**src/rtl/spi_master_if.sv**
```systemverilog
// spi_master_if: request bus between a local requester and the SPI initiator.
//   master modport - requester side: drives start/rw/addr/wdata, sees busy/done/rdata
//   slave  modport - spi_master side: the reverse direction
interface spi_master_if;
    logic       start;  // one-cycle request, honoured only while not busy
    logic       rw;     // 1 = read, 0 = write
    logic [6:0] addr;
    logic [7:0] wdata;
    logic       busy;
    logic       done;   // one-cycle pulse at transaction end
    logic [7:0] rdata;

    modport master (output start, rw, addr, wdata, input busy, done, rdata);
    modport slave  (input start, rw, addr, wdata, output busy, done, rdata);
endinterface

```
**src/rtl/spi_master.sv**
```systemverilog
// spi_master: single-byte SPI initiator (mode 0, MSB first, 16-bit frame).
// A frame is {addr[6:0], rw} followed by wdata (write) or 8 bits captured from miso (read).
// SCLK is divided down from clk: every SCLK phase lasts HALF_PERIOD clk cycles.
//
// Ports:
//   clk_i       FPGA clock, all logic on posedge
//   reset_i     synchronous, active-high reset
//   bus         spi_master_if.slave request bus (start/rw/addr/wdata -> busy/done/rdata)
//   sclk_pin_o  SPI clock, idle low
//   cs_pin_o    chip select, active low
//   mosi_pin_o  master out
//   miso_pin_i  slave out
//   leds_o      debug state; live only when SPI_MASTER_LEDS_EN is defined, else 4'b0000
//
// Optional feature macro: SPI_MASTER_LEDS_EN
//   leds_o = {toggle on each done, last op was read, cs low, busy}
module spi_master #(
    parameter int unsigned HALF_PERIOD = 16  // legal range 2..255
) (
    input  logic         clk_i,
    input  logic         reset_i,
    spi_master_if.slave  bus,
    output logic         sclk_pin_o,
    output logic         cs_pin_o,
    output logic         mosi_pin_o,
    input  logic         miso_pin_i,
    output logic [3:0]   leds_o
);

    typedef enum logic [2:0] {StIdle, StLow, StHigh, StHold, StGap} state_e;

    localparam logic [7:0] PhaseLast = 8'(HALF_PERIOD - 1);

    state_e      state_q, state_d;
    logic [7:0]  phase_q, phase_d;
    logic [3:0]  bit_q, bit_d;
    // Bits still to be sent after the one currently on mosi; the first bit goes
    // straight to mosi at start, so only 15 remain here.
    logic [14:0] sr_q, sr_d;
    logic        rw_q, rw_d;
    logic [7:0]  shadow_q, shadow_d;
    logic [7:0]  rdata_q, rdata_d;
    logic        mosi_q, mosi_d;
    logic        sclk_q, sclk_d;
    logic        cs_q, cs_d;
    logic        busy_q, busy_d;
    logic        done_q, done_d;
    logic        phase_last;
    logic        start_acc;

    assign phase_last = (phase_q == PhaseLast);
    assign start_acc  = (state_q == StIdle) && bus.start;

    always_comb begin
        state_d  = state_q;
        phase_d  = phase_q;
        bit_d    = bit_q;
        sr_d     = sr_q;
        rw_d     = rw_q;
        shadow_d = shadow_q;
        rdata_d  = rdata_q;
        mosi_d   = mosi_q;
        done_d   = 1'b0;

        // Every non-idle state lasts exactly HALF_PERIOD cycles.
        if (state_q != StIdle) begin
            phase_d = phase_last ? 8'd0 : phase_q + 8'd1;
        end

        unique case (state_q)
            StIdle: begin
                if (start_acc) begin
                    state_d = StLow;
                    phase_d = 8'd0;
                    bit_d   = 4'd0;
                    rw_d    = bus.rw;
                    // Reads shift out zeros during the data byte.
                    sr_d    = {bus.addr[5:0], bus.rw, (bus.rw ? 8'h00 : bus.wdata)};
                    mosi_d  = bus.addr[6];
                end
            end
            StLow: begin
                if (phase_last) state_d = StHigh;
            end
            StHigh: begin
                if (phase_last) begin
                    // Data byte occupies bits 8..15; sample in the last high cycle.
                    if (bit_q[3]) shadow_d = {shadow_q[6:0], miso_pin_i};
                    if (bit_q != 4'd15) begin
                        state_d = StLow;
                        bit_d   = bit_q + 4'd1;
                        mosi_d  = sr_q[14];
                        sr_d    = {sr_q[13:0], 1'b0};
                    end else begin
                        state_d = StHold;
                    end
                end
            end
            StHold: begin
                if (phase_last) state_d = StGap;
            end
            StGap: begin
                if (phase_last) begin
                    state_d = StIdle;
                    done_d  = 1'b1;
                    if (rw_q) rdata_d = shadow_q;
                end
            end
            default: state_d = StIdle;
        endcase

        // Pin levels follow the state being entered so they are registered outputs.
        sclk_d = (state_d == StHigh);
        cs_d   = !((state_d == StLow) || (state_d == StHigh) || (state_d == StHold));
        busy_d = (state_d != StIdle);
    end

    always_ff @(posedge clk_i) begin
        if (reset_i) begin
            state_q  <= StIdle;
            phase_q  <= 8'd0;
            bit_q    <= 4'd0;
            sr_q     <= 15'd0;
            rw_q     <= 1'b0;
            shadow_q <= 8'h00;
            rdata_q  <= 8'h00;
            mosi_q   <= 1'b0;
            sclk_q   <= 1'b0;
            cs_q     <= 1'b1;
            busy_q   <= 1'b0;
            done_q   <= 1'b0;
        end else begin
            state_q  <= state_d;
            phase_q  <= phase_d;
            bit_q    <= bit_d;
            sr_q     <= sr_d;
            rw_q     <= rw_d;
            shadow_q <= shadow_d;
            rdata_q  <= rdata_d;
            mosi_q   <= mosi_d;
            sclk_q   <= sclk_d;
            cs_q     <= cs_d;
            busy_q   <= busy_d;
            done_q   <= done_d;
        end
    end

    assign sclk_pin_o = sclk_q;
    assign cs_pin_o   = cs_q;
    assign mosi_pin_o = mosi_q;
    assign bus.busy   = busy_q;
    assign bus.done   = done_q;
    assign bus.rdata  = rdata_q;

`ifdef SPI_MASTER_LEDS_EN
    logic led_read_q;
    logic led_tog_q;

    always_ff @(posedge clk_i) begin
        if (reset_i) begin
            led_read_q <= 1'b0;
            led_tog_q  <= 1'b0;
        end else begin
            if (start_acc) led_read_q <= bus.rw;
            if (done_d)    led_tog_q  <= ~led_tog_q;
        end
    end

    assign leds_o = {led_tog_q, led_read_q, ~cs_q, busy_q};
`else
    assign leds_o = 4'b0000;
`endif

endmodule
```
**src/flat_wrapper.sv**
```systemverilog
// flat-port wrapper written by rule: the top's interface ports become plain ports
module spi_master_flat 
#(
    parameter int unsigned HALF_PERIOD = 16                       
)
  (clk_i, reset_i, sclk_pin_o, cs_pin_o, mosi_pin_o, miso_pin_i, leds_o, bus_start, bus_rw, bus_addr, bus_wdata, bus_busy, bus_done, bus_rdata);
  spi_master_if bus_i ();
  input  logic clk_i;
  input  logic reset_i;
  output logic sclk_pin_o;
  output logic cs_pin_o;
  output logic mosi_pin_o;
  input  logic miso_pin_i;
  output logic [3:0] leds_o;
  input wire logic [$bits(bus_i.start)-1:0] bus_start;
  input wire logic [$bits(bus_i.rw)-1:0] bus_rw;
  input wire logic [$bits(bus_i.addr)-1:0] bus_addr;
  input wire logic [$bits(bus_i.wdata)-1:0] bus_wdata;
  output wire logic [$bits(bus_i.busy)-1:0] bus_busy;
  output wire logic [$bits(bus_i.done)-1:0] bus_done;
  output wire logic [$bits(bus_i.rdata)-1:0] bus_rdata;
  assign bus_i.start = bus_start;
  assign bus_i.rw = bus_rw;
  assign bus_i.addr = bus_addr;
  assign bus_i.wdata = bus_wdata;
  assign bus_busy = bus_i.busy;
  assign bus_done = bus_i.done;
  assign bus_rdata = bus_i.rdata;
  spi_master #(.HALF_PERIOD(HALF_PERIOD)) u_core (.clk_i(clk_i), .reset_i(reset_i), .bus(bus_i), .sclk_pin_o(sclk_pin_o), .cs_pin_o(cs_pin_o), .mosi_pin_o(mosi_pin_o), .miso_pin_i(miso_pin_i), .leds_o(leds_o));
endmodule
```
**config.mk**
```make
export PLATFORM = sky130hd
export DESIGN_NAME = spi_master_flat
export DESIGN_NICKNAME = d
export VERILOG_FILES = /design/src/rtl/spi_master_if.sv /design/src/rtl/spi_master.sv /design/src/flat_wrapper.sv
export SDC_FILE = /design/constraint.sdc
export NUM_CORES = 1
export LEC_CHECK = 0
export ABC_AREA = 1
export CAP_MARGIN = 10
export CORE_ASPECT_RATIO = 0.8
export CORE_MARGIN = 4
export CORE_UTILIZATION = 57
export CTS_CLUSTER_SIZE = 24
export DETAILED_ROUTE_END_ITERATION = 7
export PLACE_DENSITY_LB_ADDON = 0.3
export SLEW_MARGIN = 10
export SYNTH_ARGS = -nofsm -noshare
export SYNTH_HDL_FRONTEND = slang
export SYNTH_SLANG_ARGS = --single-unit
```
**constraint.sdc**
```tcl
create_clock -name clk_i -period 3.3 [get_ports clk_i]
set_input_delay 0.495 -clock clk_i [delete_from_list [all_inputs] [get_ports clk_i]]
set_output_delay 0.495 -clock clk_i [all_outputs]
set_load 0.02 [all_outputs]
```
==> results.toml <==
[outcome]
outcome = "completed"

[setup_path]
critPathLaunchType = "flop"
crit_buf_inv = 2
crit_chain = "inv_2, nor3_4, buf_4, nand3_4, nand2_4, nand2_1, a21oi_1"
worstSetupPathType = "flop to flop"
critPathMaxStageDelay_ps = 420
cp_data_arrival_time_ps = 2200
crit_family = "simple AND/OR/NAND/NOR gates"
worst_ep_required_time_ps = 3540
critPathSlowestCell = "dfxtp_1"
path_max_fanout = 27
cp-end-kind = "flop"

[floorplan]
io_pins = 37
die_h_um = 66.4
die_w_um = 80.9
dieArea_um2 = 5370
start_util = 0.614
core-area_um2 = 3950
rows = 20

[pwr]
power.leakage_nw = 1.13
ir_drop_mv = 0.347
power.density_nw_per_um2 = 432
finalPower_mw = 1.22

[drt]
via_per_inst = 5.27
vias = 2188
drc = 0
wl_um = 5000
met2_length_um = 2330
drt-met1-wl_um = 2300
routedWlPerCell_um = 12.0
ant_nets = 0
drtIter0Drc = 161
wl_met3_um = 303
drtPass1Iterations = 4
highest_layer = "met4"

[clock_network]
clk_pin_slew_ps = 100
numCtsBuffers = 5
post_cts_buffers = 0
h-tree-depth = 2
clock_latency_ps = 310
root_buffer = "clkbuf_8"
cts.sinks = 52
ctsHoldBuffers = 0
post_cts_resized = 0
clk_path_buf_depth = 2
tritoncts = "built"

[grt]
grt_pass1_wl_um = 8440
antenna_found_initial = 0
grt_pass1_vias = 1977
grt_max_degree = 33
grt_use_total = 0.201
grt_remaining_overflow = 0

[timing]
min_period_ps = 1960
rsz0062_at_grt = "no"
setup_tns_ps = 0
setup_viol = 0
post-route-period-util = 0.594
hold_viol = 0
clock_skew_ps = 5.73
fmax_mhz = 510
slew_viol_final = 0
holdWs_ps = 461

[logic_synthesis]
synthesis.area_um2 = 2430
syn_area_per_cell_um2 = 7.24
netlist_instances = 335
ys_seq_area_frac = 0.429
ys_ff_latch = 52
synth_warnings = 0
synthDistinctLibCells = 28

[layout]
layout_commonest_cell = "nand2_1"
n_fill_cell = 350
antennaDiodeCount = 0
stdcell_count = 415
fin_area_um2 = 2820
area_growth_syn_to_layout_pct = 16.2
layout_common_cells = "110 x nand2_1, 52 x dfxtp_1, 32 x nor2_1, 32 x clkdlybuf4s50_1, 31 x a21oi_1"
fin_nets = 381
drive_above_1_share = 0.0667

[placed_design]
placed_area_um2 = 2710
place.gp.congestion = 0.878
io_buffers = 32
dp.cells = 407
dp_hpwl_um = 3370

[min_path]
hp-class = "flop to flop"

[run]
max_cap_violations = 0
## registers in the layout, indices dropped and copies added (netlist names)
name and cells:
u_core.state_q 3, u_core.cs_pin_o 1, u_core.sclk_pin_o 1, u_core.rw_q 1
u_core.shadow_q 8, u_core.bit_q 4, u_core.bus.busy 1, u_core.bus.done 1
u_core.sr_q 15, u_core.bus.rdata 8, u_core.mosi_pin_o 1, u_core.phase_q 8
## worst paths after layout
path | from | cells past startpoint | slack (ps) | to
min | u_core.bus.rdata[7] | 2 | 460 | u_core.bus.rdata[7]
min reg2reg | u_core.bus.rdata[7] | 2 | 460 | u_core.bus.rdata[7]
max | u_core.state_q[1] | 7 | 1340 | u_core.mosi_pin_o
max reg2reg | u_core.state_q[1] | 7 | 1340 | u_core.mosi_pin_o
## kinds of logic (layout without fill, tap and decap cells)
logic type | after synthesis | in the layout | synth area share
compound gates | 43 | 43 | 0.0918
xor+xnor | 6 | 6 | 0.0217
fa+ha+maj | 2 | 2 | 0.0103
buf+inv | 37 | 59 | 0.0815
flops | 52 | 52 | 0.429
other cells | 1 | 4 | 0.00155
simple gates | 194 | 194 | 0.364
## worst reg2reg max path, delay by kind of cell, from the launching register on
kind            cells  cell delay (ps)
simple gates        4              940
flops               1              420
compound gates      1              160
buf+inv             2              370
## cells in the mapped netlist, drive strengths merged
library cell | count | area share
xor2 | 6 | 0.022
dfxtp | 52 | 0.43
buf | 15 | 0.047
nand3 | 24 | 0.057
nor2 | 35 | 0.063
nor4 | 1 | 0.0026
nand2 | 114 | 0.18
nand4 | 18 | 0.046
inv | 17 | 0.026
conb | 1 | 0.0015
o21ai | 9 | 0.019
nor3 | 2 | 0.011
ha | 2 | 0.010
o211ai | 2 | 0.0062
a211oi | 1 | 0.0031
a21oi | 31 | 0.064
clkbuf | 5 | 0.0077
## through the flow
step	setup slack (ps)	util
3_3_place_gp	1230	0.685
4_1_cts	1330	0.713
6_report	1340	0.713
3_5_place_dp	1170	0.685
5_1_grt	1160	0.713
2_1_floorplan	1930	-
## power breakdown
| part | internal (mW) | switching (mW) | leakage, nW | total [mW] |
|---|---|---|---|---|
| logic | 0.0495 | 0.0682 | 0.648 | 0.118 |
| clock network | 0.225 | 0.215 | 0.0541 | 0.440 |
| registers | 0.647 | 0.0131 | 0.423 | 0.660 |
## metal layers
layer	vias up	global-route usage
met5	-	0
met4	0	0.0844
met3	9	0.0450
met2	54	0.317
met1	996	0.264
li1	1129	-
## cell type report
cell class	count	area (µm²)	share of cell area
Clock buffer	5	68.8	0.0244
Clock inverter	3	42.5	0.0151
Inverter	17	63.8	0.0226
Multi-Input combinational cell	249	1200	0.425
Sequential cell	52	1040	0.369
Tap cell	55	68.8	0.0244
Timing Repair Buffer	34	335	0.119
No activity file was read; power rests on OpenSTA's default activity.
